[src/rtl/vga_scan_renderer_pkg.sv]
// Shared types and constants for the VGA scan renderer.
// Entity codes match the game logic's pixel-query encoding.
package vga_scan_renderer_pkg;

   typedef enum logic [1:0] {
      ENT_NOTHING    = 2'd0,
      ENT_SNAKE_HEAD = 2'd1,
      ENT_SNAKE_TAIL = 2'd2,
      ENT_APPLE      = 2'd3
   } entity_e;

   typedef enum logic [1:0] {
      ST_NORMAL = 2'd0,
      ST_OVER   = 2'd1,
      ST_WON    = 2'd2
   } status_e;

   // Per-pixel decode that travels alongside the entity query
   typedef struct packed {
      logic active;
      logic hs_n;
      logic vs_n;
      logic border;
   } scan_t;

   localparam scan_t SCAN_IDLE = '{
      active: 1'b0,
      hs_n:   1'b1,
      vs_n:   1'b1,
      border: 1'b0
   };

   localparam logic [11:0] COL_HEAD    = 12'h0F0;
   localparam logic [11:0] COL_TAIL    = 12'h0A0;
   localparam logic [11:0] COL_APPLE   = 12'hF00;
   localparam logic [11:0] COL_WALL    = 12'h888;
   localparam logic [11:0] COL_BG      = 12'h000;
   localparam logic [11:0] COL_BG_OVER = 12'h400;
   localparam logic [11:0] COL_BG_WON  = 12'h004;

   localparam int VGA_H_VIS  = 640;
   localparam int VGA_H_FP   = 16;
   localparam int VGA_H_SYNC = 96;
   localparam int VGA_H_BP   = 48;
   localparam int VGA_V_VIS  = 480;
   localparam int VGA_V_FP   = 10;
   localparam int VGA_V_SYNC = 2;
   localparam int VGA_V_BP   = 33;
   localparam int VGA_BORDER = 16;

   // game_over dominates game_won
   function automatic status_e next_status(
      input logic over,
      input logic won
   );
      if (over) return ST_OVER;
      if (won)  return ST_WON;
      return ST_NORMAL;
   endfunction

   function automatic logic [11:0] bg_colour(input status_e s);
      case (s)
         ST_OVER: return COL_BG_OVER;
         ST_WON:  return COL_BG_WON;
         default: return COL_BG;
      endcase
   endfunction

endpackage

[src/rtl/vga_scan_renderer_timing.sv]
// Raster counters and per-pixel timing decode.
// frame_tick is aligned to the counters, not to the pins.
module vga_timing
   import vga_scan_renderer_pkg::*;
#(
   parameter int H_VIS     = VGA_H_VIS,
   parameter int H_FP      = VGA_H_FP,
   parameter int H_SYNC    = VGA_H_SYNC,
   parameter int H_BP      = VGA_H_BP,
   parameter int V_VIS     = VGA_V_VIS,
   parameter int V_FP      = VGA_V_FP,
   parameter int V_SYNC    = VGA_V_SYNC,
   parameter int V_BP      = VGA_V_BP,
   parameter int BORDER_PX = VGA_BORDER
)(
   input  logic       clk,
   input  logic       reset,
   output logic [9:0] h_cnt,
   output logic [9:0] v_cnt,
   output scan_t      scan,
   output logic       frame_tick
);

   localparam int H_TOT = H_VIS + H_FP + H_SYNC + H_BP;
   localparam int V_TOT = V_VIS + V_FP + V_SYNC + V_BP;

   localparam logic [9:0] H_LAST = 10'(H_TOT - 1);
   localparam logic [9:0] V_LAST = 10'(V_TOT - 1);
   localparam logic [9:0] H_ACT  = 10'(H_VIS);
   localparam logic [9:0] V_ACT  = 10'(V_VIS);
   localparam logic [9:0] HS_LO  = 10'(H_VIS + H_FP);
   localparam logic [9:0] HS_HI  = 10'(H_VIS + H_FP + H_SYNC - 1);
   localparam logic [9:0] VS_LO  = 10'(V_VIS + V_FP);
   localparam logic [9:0] VS_HI  = 10'(V_VIS + V_FP + V_SYNC - 1);
   localparam logic [9:0] B_LO   = 10'(BORDER_PX);
   localparam logic [9:0] BH_HI  = 10'(H_VIS - BORDER_PX);
   localparam logic [9:0] BV_HI  = 10'(V_VIS - BORDER_PX);

   logic [9:0] h_q, h_d;
   logic [9:0] v_q, v_d;
   logic       act;

   // Horizontal counter wraps every line and carries into the vertical one
   always_comb begin
      h_d = h_q + 10'd1;
      v_d = v_q;
      if (h_q == H_LAST) begin
         h_d = '0;
         v_d = (v_q == V_LAST) ? '0 : v_q + 10'd1;
      end
   end

   // Counter registers
   always_ff @(posedge clk) begin
      if (reset) begin
         h_q <= '0;
         v_q <= '0;
      end else begin
         h_q <= h_d;
         v_q <= v_d;
      end
   end

   assign act = (h_q < H_ACT) && (v_q < V_ACT);

   // Decode of the current counter position
   always_comb begin
      scan.active = act;
      scan.hs_n   = !((h_q >= HS_LO) && (h_q <= HS_HI));
      scan.vs_n   = !((v_q >= VS_LO) && (v_q <= VS_HI));
      scan.border = act && ((h_q < B_LO) || (h_q >= BH_HI) ||
                            (v_q < B_LO) || (v_q >= BV_HI));
   end

   assign frame_tick = (h_q == '0) && (v_q == V_ACT);
   assign h_cnt      = h_q;
   assign v_cnt      = v_q;

endmodule

[src/rtl/vga_scan_renderer.sv]
// Pixel-query initiator: scans the raster, maps entity codes to RGB.
// Sync and colour share a 2-stage pipeline so they stay aligned.
module vga_scan_renderer
   import vga_scan_renderer_pkg::*;
#(
   parameter int H_VIS     = VGA_H_VIS,
   parameter int H_FP      = VGA_H_FP,
   parameter int H_SYNC    = VGA_H_SYNC,
   parameter int H_BP      = VGA_H_BP,
   parameter int V_VIS     = VGA_V_VIS,
   parameter int V_FP      = VGA_V_FP,
   parameter int V_SYNC    = VGA_V_SYNC,
   parameter int V_BP      = VGA_V_BP,
   parameter int BORDER_PX = VGA_BORDER
)(
   input  logic       vga_clk,
   input  logic       reset,
   input  logic [1:0] entity,
   input  logic       game_over,
   input  logic       game_won,
   output logic [9:0] x_out,
   output logic [9:0] y_out,
   output logic       hsync,
   output logic       vsync,
   output logic [3:0] vga_r,
   output logic [3:0] vga_g,
   output logic [3:0] vga_b,
   output logic       frame_tick
);

   scan_t       scan;
   scan_t       s1_q, s1_d;
   logic [11:0] rgb_q, rgb_d;
   logic        hsync_q, hsync_d;
   logic        vsync_q, vsync_d;
   status_e     status_q, status_d;
   entity_e     ent;

   vga_timing #(
      .H_VIS     (H_VIS),
      .H_FP      (H_FP),
      .H_SYNC    (H_SYNC),
      .H_BP      (H_BP),
      .V_VIS     (V_VIS),
      .V_FP      (V_FP),
      .V_SYNC    (V_SYNC),
      .V_BP      (V_BP),
      .BORDER_PX (BORDER_PX)
   ) u_timing (
      .clk        (vga_clk),
      .reset      (reset),
      .h_cnt      (x_out),
      .v_cnt      (y_out),
      .scan       (scan),
      .frame_tick (frame_tick)
   );

   assign ent = entity_e'(entity);

   // Stage 1 holds the decode while the entity answer comes back
   always_comb begin
      s1_d = scan;
   end

   // Stage 2: colour select and sync pass-through
   always_comb begin
      rgb_d   = 12'h000;
      hsync_d = s1_q.hs_n;
      vsync_d = s1_q.vs_n;
      if (s1_q.active) begin
         case (ent)
            ENT_SNAKE_HEAD: rgb_d = COL_HEAD;
            ENT_APPLE:      rgb_d = COL_APPLE;
            ENT_SNAKE_TAIL: rgb_d = COL_TAIL;
            default: begin
               rgb_d = s1_q.border ? COL_WALL
                                   : bg_colour(status_q);
            end
         endcase
      end
   end

   // Status only changes on the frame tick, so a frame never tears
   always_comb begin
      status_d = status_q;
      if (frame_tick) begin
         status_d = next_status(game_over, game_won);
      end
   end

   // Pipeline and status registers
   always_ff @(posedge vga_clk) begin
      if (reset) begin
         s1_q     <= SCAN_IDLE;
         rgb_q    <= '0;
         hsync_q  <= 1'b1;
         vsync_q  <= 1'b1;
         status_q <= ST_NORMAL;
      end else begin
         s1_q     <= s1_d;
         rgb_q    <= rgb_d;
         hsync_q  <= hsync_d;
         vsync_q  <= vsync_d;
         status_q <= status_d;
      end
   end

   assign hsync = hsync_q;
   assign vsync = vsync_q;
   assign vga_r = rgb_q[11:8];
   assign vga_g = rgb_q[7:4];
   assign vga_b = rgb_q[3:0];

endmodule

[config.mk]
export PLATFORM = sky130hd
export DESIGN_NAME = vga_scan_renderer
export DESIGN_NICKNAME = d
export VERILOG_FILES = /design/src/rtl/vga_scan_renderer_pkg.sv /design/src/rtl/vga_scan_renderer_timing.sv /design/src/rtl/vga_scan_renderer.sv
export SDC_FILE = /design/constraint.sdc
export NUM_CORES = 1
export LEC_CHECK = 0
export BUFFER_PORTS_ARGS = -buffer_cell sky130_fd_sc_hd__buf_2
export CAP_MARGIN = 20
export CELL_PAD_IN_SITES_DETAIL_PLACEMENT = 1
export CELL_PAD_IN_SITES_GLOBAL_PLACEMENT = 1
export CORE_MARGIN = 4
export CORE_UTILIZATION = 40
export DETAILED_ROUTE_END_ITERATION = 10
export PLACE_DENSITY_LB_ADDON = 0.1
export SYNTH_ARGS = -nofsm -noshare
export SYNTH_HDL_FRONTEND = slang
export SYNTH_HIERARCHICAL = 1
export SYNTH_SLANG_ARGS = --single-unit
[constraint.sdc]
create_clock -name vga_clk -period 3.7 [get_ports vga_clk]
set_clock_uncertainty 0.1 [all_clocks]
set_input_delay 0.74 -clock vga_clk [delete_from_list [all_inputs] [get_ports vga_clk]]
set_output_delay 0.74 -clock vga_clk [all_outputs]
set_load 0.005 [all_outputs]
=== Word level (Yosys, flattened, before mapping) ===
Index checks and enable logic that the tools add are counted.

* Flip-flop bits (word level): 40
* Input port bits: 6
* Output and inout bits: 35
* Word-level logic and storage cells: 57

* Add/sub/neg operators: 2
* Order comparisons: 10
* Equal/unequal tests: 8
* Mux-type cells: 13
* Bitwise logic cells: 1
* Reduce and logical (&&, ||, !) cells: 13

{| class="wikitable"
|+ Operators with widths
! operator !! number
|-
| one-hot mux 12 bit (3 select lines) || 1
|-
| one-hot mux 11 bit (2 select lines) || 1
|-
| adder 10 x 1 -> 10 bit, second input constant || 2
|-
| equality test 10 bit, second input constant || 2
|-
| greater-or-equal comparator 10 bit, second input constant || 2
|-
| greater-or-equal comparator 10 x 9 -> 1 bit, second input constant || 2
|-
| less-than comparator 10 x 5 -> 1 bit, second input constant || 2
|-
| 2-to-1 mux 12 bit || 1
|-
| equality test 10 x 9 -> 1 bit, second input constant || 1
|-
| less-or-equal comparator 10 bit, second input constant || 1
|-
| less-or-equal comparator 10 x 9 -> 1 bit, second input constant || 1
|-
| zero test 10 bit || 1
|-
| less-than comparator 10 bit, second input constant || 1
|-
| less-than comparator 10 x 9 -> 1 bit, second input constant || 1
|-
| 2-to-1 mux 10 bit || 1
|-
| 2-to-1 mux 2 bit || 4
|-
| equality test 2 bit, second input constant || 3
|-
| logical AND 1 bit || 5
|-
| 2-to-1 mux 1 bit || 5
|-
| equality test 2 x 1 -> 1 bit, second input constant || 2
|-
| OR reduction 2 bit || 2
|-
| logical OR 1 bit || 3
|-
| zero test 1 bit || 2
|-
| inverter 1 bit || 1
|}

=== Logic depth before layout (Yosys ltp) ===
Gate-level depths: netlist (run 1).

* Word-level depth: 7
* Gate-level depth with buffers: 7
* Mapped depth without buffers: 7

=== By module ===
Netlist (run 1), hierarchy kept.

{| class="wikitable"
|+ Modules (own cells, without submodules)
! module !! instances !! cells each !! area an instance (um^2)
|-
| vga_timing || 1 || 136 || 1188.6
|-
| vga_scan_renderer || 1 || 54 || 599.3
|}

=== Worst setup path after synthesis (run 1) ===
No wires, ideal clock.

* Kind: reg-to-output
* Start: register u_timing.v_q[6], in the netlist u_timing/v_cnt[6]
* End: output frame_tick
* Arrival time: 1381 ps
* Path slack: 1479 ps
* Stages on the path, launching flop included: 4
* Path through: dfxtp_1 > nand4_1 > or4_1 > nor3_1

* Cells in the longest elaborated chain, start to end: 2

{| class="wikitable"
|+ RTL lines
! element !! line !! source
|-
| from (decl) || vga_scan_renderer_timing.sv:40 || <nowiki>logic [9:0] v_q, v_d;</nowiki>
|-
| from (signal assigned) || vga_scan_renderer_timing.sv:60 || <nowiki>v_q <= v_d;</nowiki>
|-
| equality test 10 x 9 -> 1 bit || vga_scan_renderer_timing.sv:75 || <nowiki>assign frame_tick = (h_q == '0) && (v_q == V_ACT);</nowiki>
|-
| logical AND 1 bit || vga_scan_renderer_timing.sv:75 ||
|-
| to (decl) || vga_scan_renderer.sv:28 || <nowiki>output logic frame_tick</nowiki>
|}

Every way passes these cells.

=== Worst setup path in the final report (run 1) ===
Ends and elaborated chain as after synthesis.

==> results of run 1 <==
==> cells in the final DEF (no fill, tap or decap), types with 5 or more instances in the layout <==
cell,netlist,layout
buf_2,0,38
dfxtp_1,36,36
nor2_1,19,19
inv_1,9,9
a21oi_1,9,9
nand3_1,9,9
xnor2_1,9,9
nand2_1,8,8
ha_1,8,8
nand4_1,8,8
or2_2,6,6
nor4_1,6,6
clkbuf_8,1,5
==> worst max-delay path by stage <==
stage | to | depth (start not counted) | slack, ns | startpoint
after floorplan | frame_tick | 3 | 1.48 | u_timing/v_cnt[6]$_SDFFE_PP0P_
after global placement | frame_tick | 4 | 1.23 | u_timing/v_cnt[6]$_SDFFE_PP0P_
after detailed placement | frame_tick | 4 | 1.10 | u_timing/v_cnt[5]$_SDFFE_PP0P_
after CTS | frame_tick | 4 | 0.79 | u_timing/v_cnt[6]$_SDFFE_PP0P_
after global routing | frame_tick | 4 | 0.67 | u_timing/v_cnt[6]$_SDFFE_PP0P_
final | frame_tick | 4 | 0.84 | u_timing/v_cnt[6]$_SDFFE_PP0P_
==> metrics by stage <==
stage          setup slack, ns  power, mW  cell area, um2  utilization
3_3_place_gp             1.226     0.4448            1962       0.4506
4_1_cts                 0.7934     0.7962            2073       0.4761
2_1_floorplan            1.479     0.4308            1792            -
3_5_place_dp             1.099     0.4469            1962       0.4506
6_report                0.8408     0.7856            2073       0.4761
5_1_grt                 0.6691     0.8170            2073       0.4761
==> registers in the layout, summed over array words and instances (netlist names) <==
register	flops
hsync	1
hsync_d	1
rgb_q	8
s1_q	2
status_q	2
u_timing/h_cnt	10
u_timing/v_cnt	10
vsync	1
vsync_d	1
==> routing by layer <==
metal,track usage,vias up,routed length (um)
met1,0.2072,719,1990
met2,0.2689,32,2058
met4,0.05929,0,26
met5,0,-,0
li1,-,725,-
met3,0.03471,2,174
==> area by class of cell <==
type,instances,area share
Clock inverter,3,0.02052
Tap cell,52,0.03138
Timing Repair Buffer,38,0.09173
Inverter,9,0.01629
Sequential cell,36,0.3476
Multi-Input combinational cell,137,0.4593
Clock buffer,5,0.03319
==> cell families (layout without fill, tap and decap cells) <==
logic type,count (synthesis),in the layout,synth area share
simple gates,95,95,0.3296
flops,36,36,0.4031
buf+inv,18,55,0.06648
compound gates,15,15,0.05668
xor+xnor,13,13,0.06368
fa+ha+maj,8,8,0.05599
mux,4,4,0.02239
other cells,1,2,0.002097
==> critical path, delay by kind of cell (launching register included) <==
family / cells / cell delay [ns]
buffers and inverters: 1 / 0.20
flip-flops: 1 / 0.47
AND/OR/NAND/NOR: 3 / 1.06
==> power breakdown <==
group          total (mW)  switching, mW  leakage (nW)  internal, mW
Sequential          0.400        0.00595         0.292         0.394
Combinational      0.0373         0.0201         0.538        0.0172
Clock               0.349          0.149        0.0541         0.199
==> reports/metrics.csv, run 1 <==
metric,value,unit
Power Density,378.9,mW/mm2
Post-synth top flop,dfxtp_1,
Leak,0.8848,nW
Worst-path clk slew,0.08,ns
post-synthesis cell type count,44,
fmax,349.8,MHz
fin. max-slew vios,0,
"antenna viol nets, final",0,
WL/cell,15.18,um
Die Y,74.86,um
# Max-Cap Violations,0,
Commonest cells post-synth,"dfxtp_1, nor2_1",
Ys Warns,6,
"EDFF count, synth",0,
cells along the critical path,nand4_1 -> or4_1 -> nor3_1 -> buf_2,
arrival time at the worst endpoint,2.02,ns
Initial DRT Pass Iterations,4,
first-pass GRT wire length,6934,um
fin crit share,0.7727,
GRT Resource Usage Total,0.1623,
post-synth top area cell,dfxtp_1,
HP Class,flop to flop,
status,"finished, final reports clean",
port bufs,38,
H-tree levels,2,
CTS tree,done,
worst-case clock buffer depth,2,
cell count after synthesis,190,
worst-path maximum fanout,8,
worst path required time,2.86,ns
DR vias,1478,
Initial Util,0.4106,
Layout Area Growth over Synthesis,15.96,%
Inst Count DP,272,
hold_sp,vsync_d$_SDFF_PP1_,
r2r setup slk,1.64,ns
vias per std cell,5.279,
register area,720.7,um2
startpoint types,flop,
Num CTS Buffers,5,
initial antenna violation count,0,
NumNets Final,241,
syn avg cell area,9.410,um2
"Remaining Overflow, GRT",0,
Post-CTS Hold Fix Bufs,0,
gpl congestion,0.8098,
hold path endpoint,vsync$_SDFF_PP1_,
Die W,74.86,um
core area,0.004354,mm2
Finished Layout Cells,280,
area of the multi-input gates,952.2,um2
R2R cell count,5,
Max IR drop VDD,0.1457,mV
"Async S/R FF share, synth",0,
RSZ-0062 raised after global routing,false,
Final setup viols,0,
# fillers,540,
Min-Delay Path Depth,1,
Remaining DRCs,0,
Yosys top cell area share,0.4031,
crit path kind,flop to output pin,
Crit Reg-Reg Endpoint,u_timing/h_cnt[8]$_SDFF_PP0_,
worst hold slack,0.3136,ns
WL final,4250,um
min Tclk post-route,2.859,ns
"count leader, synth",dfxtp_1,
CP Capture Type,output pin,
HPWL Detailed,3098,um
full die area,0.005603,mm2
clock latency on the worst-skew pair,0.28,ns
Resized Gates After CTS,0,
R2R Path Start,u_timing/h_cnt[0]$_SDFF_PP0_,
Root Driver,clkbuf_8,
vias in the first global route,1477,
DRT iter0 DRCs,33,
CTS sink cnt,36,
slowest CP cell,dfxtp_1,
largest net degree at the start of global routing,18,
#FFs+latches synth,36,
ANT cells,0,
Final Hold Violating Endpoints,0,
Mapped Area,0.001788,mm2
setup bufs post-CTS,0,
sequential-to-total area share from yosys stat,0.4031,
share of cells above drive strength 1,0.2895,
Rows,24,
crit-path max cell delay,0.47,ns
IO Pins,41,
largest cells by area after synthesis,"dfxtp_1, ha_1, xnor2_1",
Fin Setup TNS,0,ns
Note: power is estimated with default switching activity, not from simulation.
==> run 2: changes to the inputs <==
--- a/config.mk
+++ b/config.mk
@@ -5,12 +5,13 @@
 export SDC_FILE = /design/constraint.sdc
 export NUM_CORES = 1
 export LEC_CHECK = 0
+export ABC_AREA = 1
 export BUFFER_PORTS_ARGS = -buffer_cell sky130_fd_sc_hd__buf_2
 export CAP_MARGIN = 20
 export CELL_PAD_IN_SITES_DETAIL_PLACEMENT = 1
 export CELL_PAD_IN_SITES_GLOBAL_PLACEMENT = 1
 export CORE_MARGIN = 4
-export CORE_UTILIZATION = 40
+export CORE_UTILIZATION = 38
 export DETAILED_ROUTE_END_ITERATION = 10
 export PLACE_DENSITY_LB_ADDON = 0.1
 export SYNTH_ARGS = -nofsm -noshare
==> constraint.sdc (replaced) <==
create_clock -name vga_clk -period 2.8 [get_ports vga_clk]
set_clock_uncertainty 0.1 [all_clocks]
set_input_delay 0.56 -clock vga_clk [delete_from_list [all_inputs] [get_ports vga_clk]]
set_output_delay 0.56 -clock vga_clk [all_outputs]
set_load 0.005 [all_outputs]
==> run 2 against run 1 <==
Net effect:
- worst hold slack got worse by 0.0027 ns
- wire length grew 16%
- global-route usage is 0.79 points higher
- area after synthesis grew 8.0%
- utilization grew 0.51 points
- setup slack lost 0.48 ns
- non-clock buffer count unchanged
- power increased by 56%
- flip-flop and latch count unchanged
- clock power up 85%
- count of clock-buffer cells in the layout is the same
- critical path type unchanged
- critical endpoint unchanged
==> reports/metrics.csv, run 2 <==
metric,value,unit
setup bufs post-CTS,0,
"Remaining Overflow, GRT",0,
WL/cell,12.93,um
setup slack after layout,0.3578,ns
CTS sink cnt,36,
arrival time at the worst endpoint,1.78,ns
Mapped Area,0.001931,mm2
NetSw,0.2387,mW
worst-case clock buffer depth,2,
gpl congestion,0.7815,
Comb power frac,0.045,
register area,720.7,um2
initial antenna violation count,0,
Root Driver,clkbuf_8,
Int Power,0.9869,mW
hold path endpoint,hsync$_SDFF_PP1_,
Rows,25,
Clock Power Share,0.525,
multiplexer share of the synthesized area,0,
slowest CP cell,dfxtp_1,
post-synth top area cell,dfxtp_1,
vias per std cell,4.697,
Ys Warns,6,
Reg power frac,0.430,
R2R cell count,8,
Synth Area in Simple Gates,0.4018,
Initial Util,0.4008,
Worst-path clk slew,0.08,ns
Leak,1.163,nW
Final Hold Violating Endpoints,0,
NumNets Final,326,
main combinational cell family by area after synthesis,simple AND/OR/NAND/NOR gates,
"EDFF count, synth",0,
status,"finished, final reports clean",
"antenna viol nets, final",0,
post-synthesis cell type count,33,
core area,0.004817,mm2
r2r setup slk,0.87,ns
HP Class,flop to flop,
Max IR drop VDD,0.2610,mV
Compound-Gate Fraction of Synth Area,0.03759,
CP Capture Type,output pin,
fin. max-slew vios,0,
Placement Setup Slack,0.6958,ns
HPWL Detailed,3790,um
largest net degree at the start of global routing,14,
IO Pins,41,
sequential-to-total area share from yosys stat,0.3733,
#FFs+latches synth,36,
DR vias,1785,
min Tclk post-route,2.442,ns
Resized Gates After CTS,0,
first-pass GRT wire length,8411,um
vias in the first global route,1807,
H-tree levels,2,
"most common cell after layout, fill and taps aside",nand2_1,
Die W,79.28,um
Finished Layout Cells,380,
"CP delay by family, top",simple AND/OR/NAND/NOR gates,
hold_sp,hsync_d$_SDFF_PP1_,
"count leader, synth",nand2_1,
CTS tree,done,
Inst Count DP,372,
GRT Resource Usage Total,0.1702,
Die Y,79.28,um
Synth Area in XOR/XNOR,0.009073,
largest cells by area after synthesis,"dfxtp_1, nand2_1, inv_1",
Post-CTS Hold Fix Bufs,0,
Min-Delay Path Depth,1,
# fillers,675,
"Async S/R FF share, synth",0,
crit path kind,flop to output pin,
crit-path max cell delay,0.39,ns
share of cells above drive strength 1,0.2332,
worst-path maximum fanout,7,
# Max-Cap Violations,0,
R2R Path Start,u_timing/h_cnt[0]$_SDFF_PP0_,
Crit Reg-Reg Endpoint,u_timing/v_cnt[4]$_SDFFE_PP0P_,
Fin Setup TNS,0,ns
worst path required time,2.14,ns
Remaining DRCs,0,
area of the multi-input gates,973.4,um2
syn avg cell area,7.098,um2
fin util,0.4813,
full die area,0.006285,mm2
WL final,4915,um
fin crit share,0.8722,
cells along the critical path,inv_1 -> ha_1 -> nand2_1 -> nor3b_1 -> nand3_1 -> nor2_1 -> buf_2,
Final setup viols,0,
Yosys top cell area share,0.3733,
adder-cell share of the synthesized area,0.05185,
most frequent cells in the layout,"nand2_1, inv_1, buf_2",
port bufs,38,
Post-synth top flop,dfxtp_1,
Num CTS Buffers,5,
cell count after synthesis,272,
Commonest cells post-synth,"nand2_1, inv_1, dfxtp_1, nor2_1, nand3_1",
fmax,409.5,MHz
Worst Path Buf+Inv,2,
Power Density,528.7,mW/mm2
RSZ-0062 raised after global routing,false,
DRT iter0 DRCs,83,
ANT cells,0,
Sw Share,0.1948,
Layout Area Growth over Synthesis,20.09,%
startpoint types,flop,
clock latency on the worst-skew pair,0.29,ns
Initial DRT Pass Iterations,4,
-- run 2: cell count changes after synthesis, moves of 8 or more --
cell     previous run  this run
nand3_1             9        17
nor2_1             19        36
nand2_1             8        57
inv_1               9        46
xnor2_1             9         1
-- run 2: cell type report --
| cell class | instances | share of cell area |
|---|---|---|
| inverter | 50 | 0.08257 |
| sequential | 36 | 0.3108 |
| clock inverter | 3 | 0.03886 |
| clock buffer | 5 | 0.02968 |
| tap | 67 | 0.03616 |
| multi-input combinational | 181 | 0.4199 |
| timing repair buffer | 38 | 0.08203 |
-- run 2: per-layer routing --
| layer | up-vias | track usage | part of all wire |
|---|---|---|---|
| li1 | 921 | - | - |
| met1 | 832 | 0.2147 | 0.49 |
| met2 | 27 | 0.2879 | 0.46 |
| met3 | 5 | 0.03855 | 0.030 |
| met4 | 0 | 0.05155 | 0.012 |
| met5 | - | 0 | 0 |
-- run 2: cells by family (layout without fill, tap and decap cells) --
kind of cell / after synthesis / count (layout)
other: 1 / 2
AOI/OAI and AO/OA: 13 / 13
buffers and inverters: 56 / 96
and+or+nand+nor: 156 / 156
adders and majority gates: 8 / 8
xor gates and xnor gates: 2 / 2
DFF: 36 / 36
-- run 2: power groups by stage --
stage	Combinational (mW)	Sequential [mW]	Clock, mW
final	0.0546	0.527	0.644
after detailed placement	0.0552	0.540	0
after global placement	0.0543	0.539	0
after CTS	0.0561	0.528	0.663
after floorplan	0.0355	0.540	0
after global routing	0.0635	0.529	0.694
-- run 2: through the flow --
stage	hold WS, ns	cell area [um2]	power, mW
3_3_place_gp	0.2914	2160	0.5933
2_1_floorplan	0.2832	1934	0.5751
3_5_place_dp	0.2922	2160	0.5948
6_report	0.3109	2318	1.226
4_1_cts	0.3141	2318	1.247
5_1_grt	0.3486	2318	1.286
-- run 2: worst max-delay path by stage --
stage                             to  slack (ns)                           start  cells after the start
after floorplan           frame_tick        1.06  u_timing/v_cnt[0]$_SDFFE_PP0P_                      6
after global placement    frame_tick        0.78  u_timing/v_cnt[0]$_SDFFE_PP0P_                      7
after detailed placement  frame_tick        0.70  u_timing/v_cnt[0]$_SDFFE_PP0P_                      7
after CTS                 frame_tick        0.34  u_timing/v_cnt[0]$_SDFFE_PP0P_                      7
after global routing      frame_tick        0.16  u_timing/v_cnt[1]$_SDFFE_PP0P_                      7
final                     frame_tick        0.36  u_timing/v_cnt[0]$_SDFFE_PP0P_                      7
==> run 3: changes to the inputs <==
--- a/config.mk
+++ b/config.mk
@@ -5,13 +5,13 @@
 export SDC_FILE = /design/constraint.sdc
 export NUM_CORES = 1
 export LEC_CHECK = 0
-export ABC_AREA = 1
 export BUFFER_PORTS_ARGS = -buffer_cell sky130_fd_sc_hd__buf_2
 export CAP_MARGIN = 20
 export CELL_PAD_IN_SITES_DETAIL_PLACEMENT = 1
 export CELL_PAD_IN_SITES_GLOBAL_PLACEMENT = 1
 export CORE_MARGIN = 4
-export CORE_UTILIZATION = 38
+export CORE_UTILIZATION = 40
+export CTS_CLUSTER_DIAMETER = 120
 export DETAILED_ROUTE_END_ITERATION = 10
 export PLACE_DENSITY_LB_ADDON = 0.1
 export SYNTH_ARGS = -nofsm -noshare
==> run 3 against run 2 <==
Net effect:
- first-iteration DRC count decreased by 18%
- critical path depth decreased by 3
- power decreased by 16%
- wire length decreased by 14%
==> reports/metrics.csv, run 3 (synthesis results as in run 1) <==
metric,value,unit
status,"finished, final reports clean",
Initial DRT Pass Iterations,4,
Post-CTS Hold Fix Bufs,0,
largest net degree at the start of global routing,18,
Final setup viols,0,
port bufs,38,
H-tree levels,2,
# Max-Cap Violations,0,
worst-case clock buffer depth,2,
"most common cell after layout, fill and taps aside",buf_2,
Fin Setup TNS,0,ns
initial antenna violation count,0,
RSZ-0062 raised after global routing,false,
crit path kind,flop to output pin,
HPWL Detailed,3217,um
fin. max-slew vios,0,
gpl congestion,0.8162,
# fillers,527,
DRT iter0 DRCs,68,
Max IR drop VDD,0.2270,mV
worst-path maximum fanout,8,
r2r setup slk,0.71,ns
CP Capture Type,output pin,
Final Hold Violating Endpoints,0,
clock latency on the worst-skew pair,0.29,ns
fmax,394.0,MHz
arrival time at the worst endpoint,1.88,ns
min Tclk post-route,2.538,ns
NumNets Final,242,
Initial Util,0.4106,
Worst-path clk slew,0.07,ns
Leak,0.8904,nW
Die Y,74.86,um
HP Class,flop to flop,
worst path required time,2.14,ns
Remaining DRCs,0,
first-pass GRT wire length,6824,um
Root Driver,clkbuf_8,
setup bufs post-CTS,0,
Die W,74.86,um
CTS tree,done,
Num CTS Buffers,5,
WL/cell,14.98,um
WL final,4210,um
Layout Area Growth over Synthesis,16.65,%
DR vias,1455,
fin crit share,0.9065,
IO Pins,41,
CTS sink cnt,36,
ANT cells,0,
"Remaining Overflow, GRT",0,
share of cells above drive strength 1,0.2969,
GRT Resource Usage Total,0.1634,
full die area,0.005603,mm2
startpoint types,flop,
vias per std cell,5.178,
most frequent cells in the layout,"buf_2, dfxtp_1, nor2_1",
Power Density,495.1,mW/mm2
vias in the first global route,1469,
"antenna viol nets, final",0,
Rows,24,
total power,1.033,mW
core area,0.004354,mm2
## run 3: cell types whose count changed in the layout (fill, tap and decap cells not counted), sizes merged, moves of 4 or more
| cell | before | now |
|---|---|---|
| nand2b | 0 | 5 |
| and3 | 0 | 5 |
| nor2 | 46 | 20 |
| mux2i | 0 | 4 |
| nand2 | 63 | 8 |
| nand4 | 14 | 9 |
| nand3 | 18 | 9 |
| xnor2 | 1 | 9 |
| nor4 | 2 | 7 |
| inv | 49 | 9 |
## run 3: layer usage
metal  vias up  part of all wire  track usage
met5         -                 0            0
met4         0             0.019      0.07510
met3         9             0.040      0.04406
met2        36              0.48       0.2650
met1       683              0.47       0.2015
li1        727                 -            -
## run 3: worst paths after layout
path,cells past startpoint,end,from
max,4,frame_tick,u_timing/v_cnt[6]$_SDFFE_PP0P_
min,1,hsync$_SDFF_PP1_,hsync_d$_SDFF_PP1_
max reg2reg,5,u_timing/v_cnt[3]$_SDFFE_PP0P_,u_timing/h_cnt[0]$_SDFF_PP0_
min reg2reg,1,hsync$_SDFF_PP1_,hsync_d$_SDFF_PP1_
## run 3: power breakdown
| group | internal [mW] | total, mW | switching, mW |
|---|---|---|---|
| Sequential | 0.520 | 0.528 | 0.00812 |
| Combinational | 0.0227 | 0.0496 | 0.0269 |
| Clock | 0.263 | 0.455 | 0.191 |
| Total | 0.806 | 1.03 | 0.226 |
## run 3: timing repair
action	CTS	global route
gates resized for setup	0	1
setup endpoints to repair	0	1
hold endpoints to repair	0	0
## run 3: layout make-up
| type | instances | area [um2] | share of cell area |
|---|---|---|---|
| clock buffers | 5 | 68.82 | 0.03299 |
| clock inverters | 3 | 42.54 | 0.02040 |
| inverters | 9 | 33.78 | 0.01620 |
| multi-input cells | 137 | 957.2 | 0.4589 |
| flip-flops and latches | 36 | 720.7 | 0.3455 |
| well taps | 52 | 65.06 | 0.03119 |
| repair buffers | 39 | 197.7 | 0.09478 |
## run 3: stage by stage
| stage | instances | util | cell area [um2] | hold slack [ns] | worst slack [ns] |
|---|---|---|---|---|---|
| 2_1_floorplan | 191 | - | 1792 | 0.2895 | 0.7591 |
| 3_3_place_gp | 273 | 0.4523 | 1969 | 0.2951 | 0.5078 |
| 3_5_place_dp | 273 | 0.4523 | 1969 | 0.2980 | 0.4269 |
| 4_1_cts | 281 | 0.4779 | 2081 | 0.3161 | 0.1033 |
| 5_1_grt | 281 | 0.4790 | 2086 | 0.3273 | 0.09294 |
| 6_report | 281 | 0.4790 | 2086 | 0.3128 | 0.2619 |
## run 3: critical path: stages (launching register included)
cell	delay (ns)
dfxtp_1	0.47
nand4_1	0.18
or4_1	0.47
nor3_2	0.30
buf_2	0.17
